## src/rtl/ram_scan_detector.sv

```systemverilog
// Single-port RAM with a scan engine that streams one bit per word through a sequence detector.
// Host reads/writes are accepted only while idle; a scan walks consecutive addresses with wrap.
module ram_scan_detector #(
  parameter int unsigned RAM_WIDTH = 8,
  parameter int unsigned ADDR_SIZE = 5,
  parameter int unsigned RAM_DEPTH = 32,
  parameter int unsigned BIT_SEL   = 3,
  parameter int unsigned PAT_LEN   = 3,
  parameter logic [PAT_LEN-1:0] PATTERN = 3'b001
) (
  input  logic                 clk_i,
  input  logic                 rst_ni,
  input  logic                 en_write_i,
  input  logic                 en_read_i,
  input  logic [ADDR_SIZE-1:0] addr_i,
  input  logic [RAM_WIDTH-1:0] data_in_i,
  output logic [RAM_WIDTH-1:0] data_out_o,
  output logic                 dout_o,
  input  logic                 start_i,
  input  logic [ADDR_SIZE-1:0] scan_base_i,
  input  logic [ADDR_SIZE:0]   scan_len_i,
  output logic                 busy_o,
  output logic                 done_o,
  output logic                 detect_o,
  output logic [ADDR_SIZE:0]   det_count_o,
  output logic [ADDR_SIZE-1:0] det_addr_o
);

  localparam int unsigned FillW = $clog2(PAT_LEN + 1);
  localparam logic [FillW-1:0] FillMax = FillW'(PAT_LEN);
  localparam logic [ADDR_SIZE:0] DepthW = (ADDR_SIZE + 1)'(RAM_DEPTH);

  typedef enum logic {StIdle, StScan} state_e;

  logic [RAM_WIDTH-1:0] mem [RAM_DEPTH];

  state_e               state_q;
  logic [ADDR_SIZE-1:0] rd_addr_q;
  logic                 busy_q, done_q, detect_q;
  logic [ADDR_SIZE:0]   det_count_q;
  logic [ADDR_SIZE-1:0] det_addr_q;
  logic [PAT_LEN-1:0]   shreg_q, shreg_d;
  logic [FillW-1:0]     fill_q, fill_d;
  logic [ADDR_SIZE:0]   remain_q;
  logic [ADDR_SIZE:0]   scan_len_eff;
  logic                 match;
  logic                 mem_we;

  assign data_out_o  = mem[rd_addr_q];
  assign dout_o      = data_out_o[BIT_SEL];
  assign busy_o      = busy_q;
  assign done_o      = done_q;
  assign detect_o    = detect_q;
  assign det_count_o = det_count_q;
  assign det_addr_o  = det_addr_q;

  always_comb begin
    shreg_d      = shreg_q << 1;
    shreg_d[0]   = dout_o;
    fill_d       = (fill_q == FillMax) ? FillMax : fill_q + 1'b1;
    // A match needs a full window, so an all-zero reset register can't fake one.
    match        = (shreg_d == PATTERN) && (fill_d == FillMax);
    scan_len_eff = (scan_len_i > DepthW) ? DepthW : scan_len_i;
    mem_we       = (state_q == StIdle) && en_write_i;
  end

  // RAM contents are intentionally not reset.
  always_ff @(posedge clk_i) begin
    if (mem_we) begin
      mem[addr_i] <= data_in_i;
    end
  end

  always_ff @(posedge clk_i or negedge rst_ni) begin
    if (!rst_ni) begin
      state_q     <= StIdle;
      rd_addr_q   <= '0;
      busy_q      <= 1'b0;
      done_q      <= 1'b0;
      detect_q    <= 1'b0;
      det_count_q <= '0;
      det_addr_q  <= '0;
      shreg_q     <= '0;
      fill_q      <= '0;
      remain_q    <= '0;
    end else begin
      done_q   <= 1'b0;
      detect_q <= 1'b0;
      case (state_q)
        StIdle: begin
          if (!en_write_i) begin
            if (start_i) begin
              det_count_q <= '0;
              shreg_q     <= '0;
              fill_q      <= '0;
              remain_q    <= scan_len_eff;
              if (scan_len_eff == '0) begin
                done_q <= 1'b1;
              end else begin
                busy_q    <= 1'b1;
                rd_addr_q <= scan_base_i;
                state_q   <= StScan;
              end
            end else if (en_read_i) begin
              rd_addr_q <= addr_i;
            end
          end
        end
        StScan: begin
          shreg_q <= shreg_d;
          fill_q  <= fill_d;
          if (match) begin
            detect_q   <= 1'b1;
            det_addr_q <= rd_addr_q;
            if (det_count_q != '1) begin
              det_count_q <= det_count_q + 1'b1;
            end
          end
          remain_q <= remain_q - 1'b1;
          if (remain_q == (ADDR_SIZE + 1)'(1)) begin
            busy_q  <= 1'b0;
            done_q  <= 1'b1;
            state_q <= StIdle;
          end else begin
            rd_addr_q <= rd_addr_q + 1'b1;
          end
        end
        default: state_q <= StIdle;
      endcase
    end
  end

endmodule

```

## config.mk

```make
export PLATFORM = sky130hd
export DESIGN_NAME = ram_scan_detector
export DESIGN_NICKNAME = d
export VERILOG_FILES = /design/src/rtl/ram_scan_detector.sv
export SDC_FILE = /design/constraint.sdc
export NUM_CORES = 1
export LEC_CHECK = 0
export ABC_AREA = 1
export CORE_UTILIZATION = 54
export CTS_CLUSTER_DIAMETER = 100
export DETAILED_ROUTE_END_ITERATION = 10
export PLACE_DENSITY = 0.75
export SLEW_MARGIN = 25
export SYNTH_ARGS = -nofsm -noshare
export SYNTH_HDL_FRONTEND = slang
export SYNTH_SLANG_ARGS = --single-unit
```

## constraint.sdc

```tcl
create_clock -name clk_i -period 1.63 [get_ports clk_i]
set_input_delay 0.163 -clock clk_i [delete_from_list [all_inputs] [get_ports clk_i]]
set_output_delay 0.163 -clock clk_i [all_outputs]
set_load 0.01 [all_outputs]
```

# ---- Word level (Yosys, flattened, before mapping)
# Memories as Yosys holds them, arrays and structs flattened.
# Index checks and enable logic that the tools add are counted.
dict set report totals {
  register_bits 30
  latch_bits 0
  ramBits 256
  rom_bits 0
  out_inout_bits 23
  wordCells 80
  mem_count 1
}
# name depth width read_ports rd_clocked_by_memory_dff wr line
set memory_table {}
lappend memory_table {mem 32 8 1 0 1 35} ;# logic [RAM_WIDTH-1:0] mem [RAM_DEPTH];
dict set report classes {
  add_sub_neg 4
  multipliers 0
  div_mod_pow 0
  n_lt_le_gt_ge 1
  eq_ne 14
  shift 0
  muxes 41
  bitwise_logic 1
  reduce_logical 8
}
# operator count
set op_table {}
lappend op_table {{two-way mux 6 bit} 7}
lappend op_table {{two-way mux 5 bit} 5}
lappend op_table {{case mux 6 bit (2 select lines)} 2}
lappend op_table {{two-way mux 1 bit} 16}
lappend op_table {{AND reduction 4 bit} 3}
lappend op_table {{two-way mux 2 bit} 5}
lappend op_table {{case mux 5 bit (2 select lines)} 1}
lappend op_table {{inequality test 2 bit (second input constant)} 4}
lappend op_table {{case mux 2 bit (2 select lines)} 2}
lappend op_table {{adder 6 x 1 -> 6 bit (second input constant)} 1}
lappend op_table {{== test 6 x 1 -> 1 bit (second input constant)} 1}
lappend op_table {{> comparator 6 bit (second input constant)} 1}
lappend op_table {{logical NOT 6 bit} 1}
lappend op_table {{inequality test 2 x 1 -> 1 bit (second input constant)} 3}
lappend op_table {{inequality test 3 bit (second input constant)} 2}
lappend op_table {{inequality test 6 bit (second input constant)} 1}
lappend op_table {{case mux 1 bit (2 select lines)} 3}
lappend op_table {{subtractor 6 x 1 -> 6 bit (second input constant)} 1}
lappend op_table {{adder 5 x 1 -> 5 bit (second input constant)} 1}
lappend op_table {{== test 2 bit (second input constant)} 2}
lappend op_table {{AND reduction 2 bit} 2}
lappend op_table {{== test 3 x 1 -> 1 bit (second input constant)} 1}
lappend op_table {{adder 2 x 1 -> 2 bit (second input constant)} 1}
lappend op_table {{logical AND 1 bit} 2}
lappend op_table {{inverter 1 bit} 1}

# ---- Logic depth before layout (Yosys ltp)
dict set report depth {
  word_depth 7
  depth_mapped 14
  depth_no_buf 12
}

# ---- Least setup slack after synthesis
# No wires, ideal clock.
dict set report synth_path {
  kind {register to register}
  from {register state_q}
  to {memory mem[0][0], enable pin}
  setup_ps 370
  arrival_ps 1365
  required_time_ps 1260
  path_slack_ps -106
  path_stages_with_launch 7
  path_cell_list {dfrtp_1 > clkbuf_2 > inv_2 > nand2_1 > inv_1 > nand3_1 > nor2_1}
}
dict set report synth_via {
  elab_chain_cells 4
}
# element line
set synth_lines {}
lappend synth_lines {{start: declaration} 37} ;# state_e state_q;
lappend synth_lines {{start signal: assignment} 76} ;# state_q <= StIdle;
lappend synth_lines {{start signal: assignment} 102} ;# state_q <= StScan;
lappend synth_lines {{start signal: assignment} 123} ;# state_q <= StIdle;
lappend synth_lines {{inverter 1 bit} -}
lappend synth_lines {{logical AND 1 bit} 64} ;# mem_we = (state_q == StIdle) && en_write_i;
lappend synth_lines {{two-way mux 1 bit} 69} ;# if (mem_we) begin
lappend synth_lines {{two-way mux 1 bit (not written as such)} 70} ;# mem[addr_i] <= data_in_i;
lappend synth_lines {{end: declaration} 35}
# No other way between the ends.

# ---- Final worst setup path
dict set report layout_path {
  from {register rd_addr_q[0]}
  to {output port data_out_o[1]}
}
dict set report layout_via {
  elab_chain_cells 1
}
# element line
set layout_lines {}
lappend layout_lines {{start: declaration} 38} ;# logic [ADDR_SIZE-1:0] rd_addr_q;
lappend layout_lines {{start signal: assignment} 101} ;# rd_addr_q <= scan_base_i;
lappend layout_lines {{start signal: assignment} 105} ;# rd_addr_q <= addr_i;
lappend layout_lines {{start signal: assignment} 125} ;# rd_addr_q <= rd_addr_q + 1'b1;
lappend layout_lines {{memory (32 x 8 bit)} -}
lappend layout_lines {{end: declaration} 17} ;# output logic [RAM_WIDTH-1:0] data_out_o,
# No other way between the ends.

==> results.json <==
{
  "status": "finished with violations",
  "violations": "setup timing",
  "ys_warn_count": 0,
  "synth_xor_area_frac": 0.002210,
  "yosys.area_share.simple": 0.1285,
  "h-tree-depth": 1,
  "clk_latency_ns": 0.56,
  "area_growth_pct": 26.85,
  "die-area_um2": 22610,
  "cp-start-kind": "register",
  "power_leakage_nw": 5.662,
  "initial_core_util": 0.5585,
  "ys_top_cells_by_area": "edfxtp_1 65%, dfrtp_1 6.3%, o21ai_0 5.6%",
  "synth_cell_types": 34,
  "ant_nets": 0,
  "ys_async_sr_fraction": 0.1049,
  "max_cap_viol_count": 0,
  "cts_root_buffer": "clkbuf_16",
  "ff2ff_path_depth": 16,
  "clkSlewWorstSetupHoldPaths_ns": 0.06,
  "p_comb_frac": 0.412,
  "grtUsageMet3": 0.04424,
  "die_h_um": 150.4,
  "p_int_mw": 17.01,
  "antenna_found_initial": 0,
  "switchingPower_mw": 9.600,
  "busiest_layer": "met2",
  "dpl.hpwl_um": 19710,
  "crit_required_ns": 1.47,
  "rsz0062_at_grt": "yes",
  "synthAdderAreaFrac": 0.004210,
  "cts_tree": "yes",
  "coreArea_um2": 21290,
  "syn-cell-area_um2": 11890,
  "sw_frac_of_total": 0.3608,
  "synth_edf_count": 256,
  "grt_pass1_vias": 8638,
  "synth_top_family_by_area": "simple AND/OR/NAND/NOR gates",
  "critPathMaxFanout": 6,
  "powerDensity_nw_per_um2": 1765,
  "drt_wl_total_um": 32960,
  "track_usage": 0.2916,
  "worstPathArrival_ns": 2.50,
  "ys.flop_type": "edfxtp_1",
  "setup_viol_count_final": 25,
  "min_path_type": "in -> reg",
  "ir_worst_vdd_uv": 1242,
  "worst_hold_slack_ns": 0.3454,
  "synth_commonest_cells": "256 x edfxtp_1, 175 x nor2_1, 134 x o21ai_0, 118 x nand2_1, 53 x nand3_1",
  "avgRoutedWirePerCell_um": 22.27,
  "synth-seq-cells": 286,
  "cp-startpoint": "rd_addr_q[0]$_DFFE_PN0P_",
  "clkPwrFrac": 0.263,
  "synth_top_area_cell": "edfxtp_1",
  "timing.final.crit_share": 1.633,
  "slew_viol_final": 0,
  "worst_setup_path_end_kind": "primary output",
  "finalClockSkew_ns": 0.009924,
  "clk_path_buf_depth": 3,
  "synth_top_area_frac": 0.6467,
  "drt_iter0_markers": 1183,
  "overflow": 0,
  "pwr-share-seq": 0.325,
  "final_nets": 1215,
  "antenna-diode-count": 0,
  "hp-start": "scan_len_i[4]",
  "synthMostInstantiatedCell": "edfxtp_1",
  "synth-seq-area-share": 0.7098,
  "port_buffers": 51,
  "viasPerCell": 6.065,
  "pre_cts_ws_ns": -0.8085,
  "gp_congestion": 0.9221,
  "vias": 8976,
  "syn-num-nets": 1038,
  "maxSlewHeadroom": 0.6199,
  "grtUsageMet2": 0.4804,
  "synth_compound_area_frac": 0.1122,
  "numCtsBuffers": 29,
  "path_class": "reg -> out",
  "grt_pass1_wl_um": 48390,
  "synth_area_per_cell_um2": 11.83,
  "grt_max_degree": 39,
  "hold_depth": 5,
  "num_rows": 53,
  "synth_cells": 1005,
  "hold_violations": 0,
  "r2r_start": "rd_addr_q[0]$_DFFE_PN0P_",
  "final.setup.worst_slack_ns": -1.032,
  "cts_sinks": 286,
  "io_pins": 52,
  "synth_mux_area_frac": 0,
  "die-width_um": 150.4,
  "drcViolationCount": 0,
  "fmax_mhz": 375.6,
  "worstMarginPinSlew_ns": 0.5684,
  "use_met1": 0.3908,
  "drive_gt1_frac": 0.2158,
  "period_needed_ns": 2.662,
  "dr.pass1.iters": 6
}
critical path, cell delays in order, from the launching register on:
cell	delay, ns
dfrtp_4	0.58
buf_12	0.18
buf_12	0.14
nor2_4	0.07
nor2_1	0.04
o21ai_1	0.10
o211ai_1	0.20
o211ai_1	0.19
nand4_1	0.16
o21ai_1	0.10
inv_1	0.06
buf_6	0.12
area by class of cell:
cell class	count	area [um^2]
clock buffers	36	782.0
clock inverters	18	231.5
fillers	1406	6207
inverters	54	217.7
multi-input cells	607	3103
flip-flops and latches	286	8444
well taps	275	344.1
repair buffers	204	1957
flip-flops by register name (all words and copies together), names as in the netlist, 2 cells and up:
signal       count
fill_q           2
remain_q         6
det_count_o      6
shreg_q          2
rd_addr_q        5
mem            256
det_addr_o       5
cell families (layout without fill, tap and decap cells):
| group | Yosys count | in the layout |
|---|---|---|
| buf+inv | 112 | 312 |
| simple gates | 370 | 370 |
| xor+xnor | 3 | 3 |
| fa+ha+maj | 4 | 4 |
| compound gates | 230 | 230 |
| flops | 286 | 286 |
path summary, 6_finish.rpt:
check / slack (ns) / endpoint
max: -1.03 / data_out_o[1]
min: 0.35 / remain_q[4]$_DFFE_PN0P_
max reg2reg: -0.68 / det_addr_o[4]$_DFFE_PN0P_
min reg2reg: 0.48 / det_addr_o[2]$_DFFE_PN0P_
max in group asynchronous: 0.61 / det_count_o[2]$_DFFE_PN0P_
min in group asynchronous: 0.52 / remain_q[2]$_DFFE_PN0P_
cells in the final DEF (no fill, tap or decap), types with 3 or more instances in the layout:
| master | n |
|---|---|
| clkdlybuf4s50_1 | 29 |
| nand3_1 | 47 |
| bufinv_16 | 5 |
| clkbuf_8 | 3 |
| o21ai_1 | 31 |
| nand2_2 | 3 |
| inv_2 | 3 |
| clkbuf_16 | 30 |
| dlymetal6s2s_1 | 5 |
| clkinv_2 | 4 |
| ha_1 | 4 |
| dfrtp_1 | 27 |
| clkinvlp_4 | 3 |
| nor2_4 | 3 |
| nand4_1 | 16 |
| o21ai_2 | 13 |
| nor2_2 | 12 |
| inv_1 | 48 |
| clkbuf_1 | 4 |
| o211ai_1 | 17 |
| nand3_2 | 7 |
| nor2_1 | 160 |
| o21ai_0 | 99 |
| o22ai_1 | 36 |
| buf_2 | 5 |
| edfxtp_1 | 256 |
| nor3_1 | 3 |
| dlygate4sd2_1 | 8 |
| buf_12 | 13 |
| buf_6 | 16 |
| buf_16 | 3 |
| a21oi_1 | 6 |
| nand2_1 | 116 |
| clkinv_1 | 6 |
| o221ai_1 | 17 |
| buf_4 | 119 |
through the flow:
stage,util,total power [mW],setup TNS (ns),cells,cell area (um^2)
after detailed placement,0.6414,18.48,-44.29,1413,13650
after CTS,0.7012,26.14,-16.29,1479,14930
after global placement,0.6414,18.23,-39.73,1413,13650
final,0.7084,26.61,-17.21,1480,15080
after floorplan,-,14.09,-27.29,1005,11900
after global routing,0.7084,27.64,-20.29,1480,15080
metal layers:
layer	vias up	routed length, um
met2	591	15610
met3	106	3621
met4	0	1357
met5	-	0
met1	4303	12370
li1	3976	-
what timing repair did:
item	in CTS	in global routing
pin swaps	27	19
hold endpoints to repair	7	0
setup endpoints to repair	39	288
setup buffers	9	0
hold buffers	1	0
gates cloned	4	1
resized for setup	92	54
power by group through the flow:
stage	combinational (mW)	sequential [mW]	clock, mW
global placement	9.50	8.73	0
floorplan	5.35	8.74	0
detailed placement	9.74	8.74	0
global route	11.6	8.68	7.32
finish	11.0	8.66	7.00
CTS	10.5	8.63	7.05
Power figures use the tool's default switching activity.
